## src/rtl/uart_pkg.sv

```systemverilog
// Shared UART definitions: reset divisor, oversample rate and the
// configuration FSM state encoding.
package uart_pkg;

  localparam logic [15:0] UART_DEFAULT_DIV = 16'd27;
  localparam int          UART_OS_RATE     = 16;

  typedef enum logic [1:0] {
    CFG_IDLE = 2'd0,
    CFG_WAIT = 2'd1,
    CFG_LOAD = 2'd2
  } cfg_state_t;

endpackage

```

## src/rtl/uart_tick_div.sv

```systemverilog
// Shared baud divider: counts 1..Div while enabled and flags the cycle in
// which the count reaches Div (the oversample event).
module uart_tick_div
  import uart_pkg::*;
(
  input  logic        Clk,
  input  logic        Rst_n,
  input  logic        En,
  input  logic        Clr,
  input  logic [15:0] Div,
  output logic        Os_evt
);

  logic [15:0] cnt;
  logic        hit;

  assign hit = (cnt == Div);

  // Clear wins over counting so a realign never produces an event.
  always_ff @(posedge Clk or negedge Rst_n) begin
    if (!Rst_n) begin
      cnt <= 16'd1;
    end else if (Clr) begin
      cnt <= 16'd1;
    end else if (En) begin
      cnt <= hit ? 16'd1 : cnt + 16'd1;
    end
  end

  assign Os_evt = En & ~Clr & hit;

endmodule

```

## src/rtl/uart_baud_ctrl.sv

```systemverilog
// UART baud timing controller: owns the active divisor, produces the 16x
// oversample and 1x bit ticks, and applies divisor changes only when idle.
module uart_baud_ctrl
  import uart_pkg::*;
#(
  parameter logic [15:0] DEFAULT_DIV = UART_DEFAULT_DIV,
  parameter int          OS_RATE     = UART_OS_RATE
) (
  input  logic        Clk,
  input  logic        Rst_n,
  input  logic        En,
  input  logic        Cfg_valid,
  input  logic [15:0] Cfg_divisor,
  output logic        Cfg_ready,
  output logic        Cfg_err,
  input  logic        Tx_busy,
  input  logic        Rx_busy,
  input  logic        Tx_start,
  output logic        Os_tick,
  output logic        Tx_tick,
  output logic [15:0] Divisor,
  output logic        Cfg_pending
);

  localparam logic [3:0] OS_LAST = 4'(OS_RATE - 1);

  cfg_state_t  state;
  cfg_state_t  next_state;
  logic [15:0] pend_div;
  logic [3:0]  os_cnt;
  logic        os_evt;
  logic        accept;
  logic        load;
  logic        clr;
  logic        err_d;

  assign accept = Cfg_valid & Cfg_ready;
  assign load   = (state == CFG_LOAD);
  assign clr    = Tx_start | load;

  uart_tick_div u_tick_div (
    .Clk    (Clk),
    .Rst_n  (Rst_n),
    .En     (En),
    .Clr    (clr),
    .Div    (Divisor),
    .Os_evt (os_evt)
  );

  always_ff @(posedge Clk or negedge Rst_n) begin
    if (!Rst_n) state <= CFG_IDLE;
    else        state <= next_state;
  end

  always_comb begin
    next_state = state;
    err_d      = 1'b0;
    case (state)
      CFG_IDLE: begin
        if (accept) begin
          if (Cfg_divisor == 16'd0) err_d = 1'b1;
          else                      next_state = CFG_WAIT;
        end
      end
      // Both engines must be idle in the same cycle before the swap.
      CFG_WAIT: begin
        if (!Tx_busy && !Rx_busy) next_state = CFG_LOAD;
      end
      CFG_LOAD: next_state = CFG_IDLE;
      default:  next_state = CFG_IDLE;
    endcase
  end

  always_ff @(posedge Clk or negedge Rst_n) begin
    if (!Rst_n) begin
      pend_div <= DEFAULT_DIV;
    end else if (state == CFG_IDLE && accept && Cfg_divisor != 16'd0) begin
      pend_div <= Cfg_divisor;
    end
  end

  always_ff @(posedge Clk or negedge Rst_n) begin
    if (!Rst_n)    Divisor <= DEFAULT_DIV;
    else if (load) Divisor <= pend_div;
  end

  always_ff @(posedge Clk or negedge Rst_n) begin
    if (!Rst_n)      os_cnt <= 4'd0;
    else if (clr)    os_cnt <= 4'd0;
    else if (os_evt) os_cnt <= os_cnt + 4'd1;
  end

  // Handshake flags follow the upcoming state so they stay low in reset.
  always_ff @(posedge Clk or negedge Rst_n) begin
    if (!Rst_n) begin
      Os_tick     <= 1'b0;
      Tx_tick     <= 1'b0;
      Cfg_err     <= 1'b0;
      Cfg_ready   <= 1'b0;
      Cfg_pending <= 1'b0;
    end else begin
      Os_tick     <= os_evt;
      Tx_tick     <= os_evt && (os_cnt == OS_LAST);
      Cfg_err     <= err_d;
      Cfg_ready   <= (next_state == CFG_IDLE);
      Cfg_pending <= (next_state != CFG_IDLE);
    end
  end

endmodule

```

## config.mk

```make
export PLATFORM = sky130hd
export DESIGN_NAME = uart_baud_ctrl
export DESIGN_NICKNAME = d
export VERILOG_FILES = /design/src/rtl/uart_pkg.sv /design/src/rtl/uart_tick_div.sv /design/src/rtl/uart_baud_ctrl.sv
export SDC_FILE = /design/constraint.sdc
export NUM_CORES = 1
export LEC_CHECK = 0
export ABC_AREA = 0
export BUFFER_PORTS_ARGS = -buffer_cell sky130_fd_sc_hd__buf_2
export CAP_MARGIN = 20
export CORE_ASPECT_RATIO = 0.5
export CORE_UTILIZATION = 55
export CTS_CLUSTER_DIAMETER = 200
export DETAILED_ROUTE_END_ITERATION = 7
export GPL_TIMING_DRIVEN = 0
export PLACE_DENSITY = 0.78
export SYNTH_ARGS = -nofsm -noshare
export SYNTH_HDL_FRONTEND = slang
export SYNTH_SLANG_ARGS = --single-unit
```

## constraint.sdc

```tcl
create_clock -name Clk -period 4.3 [get_ports Clk]
set_input_delay 0.86 -clock Clk [delete_from_list [all_inputs] [get_ports Clk]]
set_output_delay 0.86 -clock Clk [all_outputs]
set_load 0.01 [all_outputs]
```

======== Word-level counts from Yosys, hierarchy flattened ========
Index checks and enable logic that the tools add are counted.
W data, S select, Z words.
cells by class
  mux-type cells .......................... 12
  equal/unequal tests ..................... 4
  add/subtract/negate cells ............... 2
  shifts and indexed selects .............. 0
  bitwise gates (word level) .............. 5
  reduce and logical (&&, ||, !) cells .... 13
  multipliers ............................. 0
  divide/modulo/power cells ............... 0
  order comparisons ....................... 0
operators by type and width
  kind                     number
  $mux W16                 3
  $add A16 B1 Y16 const B  1
  $eq A16 B16 Y1           1
  $logic_not A16 Y1        1
  $reduce_bool A16 Y1      1
  $mux W4                  2
  $mux W2                  3
  $reduce_bool A2 Y1       3
  $add A4 B1 Y4 const B    1
  $eq A4 B4 Y1 const B     1
  $logic_and A1 B1 Y1      4
  $logic_not A2 Y1         2
  $pmux W2 S2              1
  $and A1 B1 Y1            3
  $mux W1                  3
  $eq A2 B1 Y1 const B     1
  $eq A2 B2 Y1 const B     1
  $logic_not A1 Y1         2
  $not A1 Y1               1
  $or A1 B1 Y1             1
storage, ports and cells
  latch bits .............................. 0
  register bits ........................... 59
  bits in writable memories ............... 0
  ROM bits ................................ 0
  memories ................................ 0
  output and inout bits ................... 21
  word-level logic and storage cells ...... 46

======== Longest topological paths before layout ========
  depth in word-level cells ............... 7
  gate-level depth with buffers ........... 7
  gate-level depth less buffers ........... 6

======== By module ========
A second synthesis with hierarchy kept.
second synthesis, totals
  cell total of the unflattened synthesis .. 251
  area, all modules ....................... 2926.6 um^2
modules (own cells, without submodules)
  module          times used  cells an instance  seq. area each (um^2)  area an instance (um^2)
  uart_baud_ctrl  1           107                1086.0                 1720.4
  uart_tick_div   1           144                401.6                  1206.2

======== Worst setup path before layout ========
OpenSTA, ideal clock, no wires.
  path type ............................... input-to-reg
  from .................................... input Cfg_divisor[2]
  to ...................................... register pend_div[10]
  path slack .............................. 2109 ps
  stages .................................. 5
  buffers on the path ..................... 1
  setup time .............................. 125 ps
  arrival ................................. 2066 ps
  data required time ...................... 4175 ps
  path through ............................ nor4_1 > nand4_1 > nand2_1 > buf_2 > mux2_2
on the way
  cells in the longest elaborated chain, start to end .. 2
RTL lines
  item                  line                  RTL
  start, declared       uart_baud_ctrl.sv:13  input logic [15:0] Cfg_divisor,
  $reduce_bool A16 Y1   uart_baud_ctrl.sv:77  end else if (state == CFG_IDLE && accept && Cfg_divisor != 16'd0) begin
  $logic_and A1 B1 Y1   uart_baud_ctrl.sv:77
  end signal, assigned  uart_baud_ctrl.sv:78  pend_div <= Cfg_divisor;
  end, declared         uart_baud_ctrl.sv:29  logic [15:0] pend_div;
No other way between the ends.
A chain may end at the register's enable or synchronous reset.

======== Worst setup path in the final report ========
  from .................................... register Divisor[3]
  to ...................................... register os_cnt[1]
on the way
  cells in the longest elaborated chain, start to end .. 3
RTL lines
  item                          line                  RTL
  start, declared               uart_baud_ctrl.sv:21  output logic [15:0] Divisor,
  start signal, assigned        uart_baud_ctrl.sv:84  else if (load) Divisor <= pend_div;
  $eq A16 B16 Y1                uart_tick_div.sv:17   assign hit = (cnt == Div);
  $and A1 B1 Y1                 uart_tick_div.sv:30   assign Os_evt = En & ~Clr & hit;
  $reduce_bool A2 Y1 (no line)  --
  end signal, assigned          uart_baud_ctrl.sv:90  else if (os_evt) os_cnt <= os_cnt + 4'd1;
  end, declared                 uart_baud_ctrl.sv:30  logic [3:0] os_cnt;
No other way between the ends.

==> out/metrics.cfg <==
[status]
status = finished clean

[timing]
fmax_mhz = 442
setup_violations = 0
fin_crit_sh = 0.527
finalHoldViolCount = 0
tightest_slew_ps = 538
maxSlewHeadroom = 0.642
fin_crit_ps = 2260
rsz0062_at_grt = false
finalSetupTns_ps = 0
maxSlewViolCount = 0
skew_ps = 8.12

[route]
drtPass1Iterations = 4
dr.first_iter.drc_count = 99
via_per_inst = 5.76
routed-via-count = 2200
wl_per_cell_um = 16.7
ant_nets = 0
drc = 0
drt-total-wl_um = 6390

[global_route]
grt_pass1_wl_um = 10500
first_global_vias = 2117
grt_start_max_net_pins = 43
grt_usage = 0.274
antenna_found_initial = 0
overflow = 0

[place]
gp_congestion = 0.816
placed_area_sq_mm = 0.00313
hpwl_um = 4580
io_buffers = 42

[cts]
numCtsBuffers = 9
insertion_delay_ps = 340
path_clk_slew_ps = 70
clock_tree.buffer_depth = 2
hold_buffers = 0
ctsResizeCount = 0
cts_root_buffer = clkbuf_8
tritoncts = done
clkSinkCount = 59
cts-htree-levels = 3
postCtsSetupBuffers = 0

[die]
start_util = 0.605
coreArea_sq_mm = 0.00466
rows = 17
io_pins = 44
die_x_um = 103
die_height_um = 52.6
dieArea_sq_mm = 0.00543

[critical_path]
reg2reg_depth = 6
endpoint_kind = flip-flop
crit_path_top_delay_cell = dfstp_2
worstSetupPathType = reg2reg
crit_required_ps = 4510
crit_fanout = 10
worstPathArrival_ps = 2470
r2r_end = os_cnt[1]$_DFFE_PN0P_
rr_startpoint = Divisor[3]$_DFFE_PN1P_
crit_path_start_kind = flip-flop
crit_chain = xor2_1, nor4_1, nand4_1, clkbuf_1, o211ai_1, o21ai_0
max_stage_delay_ps = 560
r2r_slack_ps = 2040

[power_and_ir_drop]
switching_power_uw = 581
p_int_mw = 1.30
power_frac_seq = 0.475
p_leak_nw = 1.48
comb_power_share = 0.254
ir_worst_vdd_v = 0.000322
p_per_area_mw_per_mm2 = 565
netSwitchingFraction = 0.309
power_frac_clock = 0.271

[yosys]
yosys.area_share.simple = 0.197
synth_compound_gate_area_share = 0.0609
yosysSeqAreaShare = 0.528
synth_warnings = 0
synth_area_sq_mm = 0.00282
synthAdderAreaFrac = 0.00888
synth_top_family_by_area = simple AND/OR/NAND/NOR gates
synth-xor-area-share = 0.0498
avgSynthCellArea_sq_um = 11.0
synth-seq-cells = 59
synthMuxAreaShare = 0.128
synth_cells = 257
syn-num-nets = 282
ys_types = 35

[cells_and_area]
n_antenna_cell = 0
area_growth_syn_to_layout_pct = 18.3
mostFrequentLayoutCell = dfrtp_1
drive_gt1_frac = 0.339
design_area_sq_mm = 0.00333
nets = 336
fin_util = 0.715
final_cell_mix = dfrtp_1 (50), buf_2 (46), mux2_2 (32)

[run]
cap_viol_max_count = 0

[worst_hold_path]
hp-class = in2async

-- cell usage after synthesis, drive strengths merged --
cell type / instances / area share
nor3b: 1 / 0.0044
mux2: 32 / 0.13
nand3b: 4 / 0.011
nand2b: 1 / 0.0022
or4b: 2 / 0.0071
and2: 2 / 0.0044
or4: 1 / 0.0027
nor4: 11 / 0.024
clkbuf: 8 / 0.011
nor2: 10 / 0.013
dfstp: 9 / 0.084
and3: 3 / 0.0067
o211ai: 4 / 0.011
xor2: 16 / 0.050
and4: 1 / 0.0031
a21oi: 6 / 0.011
nor2b: 3 / 0.0067
inv: 3 / 0.0040
nand3: 16 / 0.028
nor3: 6 / 0.011
nand2: 25 / 0.033
o21ai: 7 / 0.012
dfrtp: 50 / 0.44
a31oi: 11 / 0.024
nand4: 7 / 0.016
buf: 6 / 0.012
o31ai: 1 / 0.0027
or3: 3 / 0.0067
ha: 2 / 0.0089
or2: 2 / 0.0044
nand4b: 4 / 0.012
-- cells by family after synthesis --
logic type / Yosys count
AND/OR/NAND/NOR: 102
flip-flops: 59
multiplexers: 32
AO/OA/AOI/OAI: 29
buffers and inverters: 17
XOR/XNOR: 16
adder cells (fa/ha/maj): 2
-- sequential cells by signal (all words and copies together) (netlist names) --
name,flops
Divisor,16
pend_div,16
u_tick_div.cnt,16
os_cnt,4
state,2
Cfg_err,1
Cfg_pending,1
Cfg_ready,1
Os_tick,1
Tx_tick,1
-- cell type report --
type	count	area [sq um]
Sequential cell	59	1490
Fill cell	340	1330
Multi-Input combinational cell	181	1250
Timing Repair Buffer	43	230
Clock buffer	10	138
Tap cell	66	82.6
Clock inverter	6	65.1
Buffer	14	65.1
Inverter	3	11.3
-- power by group through the flow --
| stage | logic, mW | registers (mW) | clock network (mW) |
|---|---|---|---|
| after floorplan | 0.282 | 0.902 | 0 |
| after global placement | 0.460 | 0.890 | 0 |
| after detailed placement | 0.483 | 0.903 | 0 |
| after CTS | 0.486 | 0.892 | 0.512 |
| after global routing | 0.525 | 0.916 | 0.543 |
| final | 0.478 | 0.894 | 0.509 |
-- worst max-delay path, delay by kind of cell (launching register included) --
kind	cells	cell delay, ps
AO/OA/AOI/OAI	2	410
XOR/XNOR	1	70
buffers and inverters	1	370
flip-flops	1	560
AND/OR/NAND/NOR	2	710
-- metrics by stage --
step | total power [mW] | hold WS, ps | std cells | setup slack [ps]
6_report | 1.88 | 449 | 382 | 2040
2_1_floorplan | 1.18 | 437 | 257 | 2110
4_1_cts | 1.89 | 464 | 382 | 2030
3_3_place_gp | 1.35 | 455 | 365 | 1730
3_5_place_dp | 1.39 | 468 | 366 | 1690
5_1_grt | 1.98 | 475 | 382 | 1890
-- routing by layer --
layer	global-route usage	share of wire	vias up
met4	0.101	0.011	0
met2	0.411	0.45	81
met5	0	0	-
met3	0.101	0.066	7
li1	-	-	1040
met1	0.364	0.47	1072
-- worst max-delay path by stage --
stage	depth (start not counted)	slack (ps)	endpoint	from
CTS	6	2030	os_cnt[1]$_DFFE_PN0P_	Divisor[3]$_DFFE_PN1P_
global route	6	1890	os_cnt[1]$_DFFE_PN0P_	Divisor[3]$_DFFE_PN1P_
detailed placement	6	1690	pend_div[7]$_DFFE_PN0P_	Cfg_divisor[9]
finish	6	2040	os_cnt[1]$_DFFE_PN0P_	Divisor[3]$_DFFE_PN1P_
floorplan	5	2110	pend_div[10]$_DFFE_PN0P_	Cfg_divisor[2]
global placement	6	1730	pend_div[14]$_DFFE_PN0P_	Cfg_divisor[9]
No activity file was read; power rests on OpenSTA's default activity.
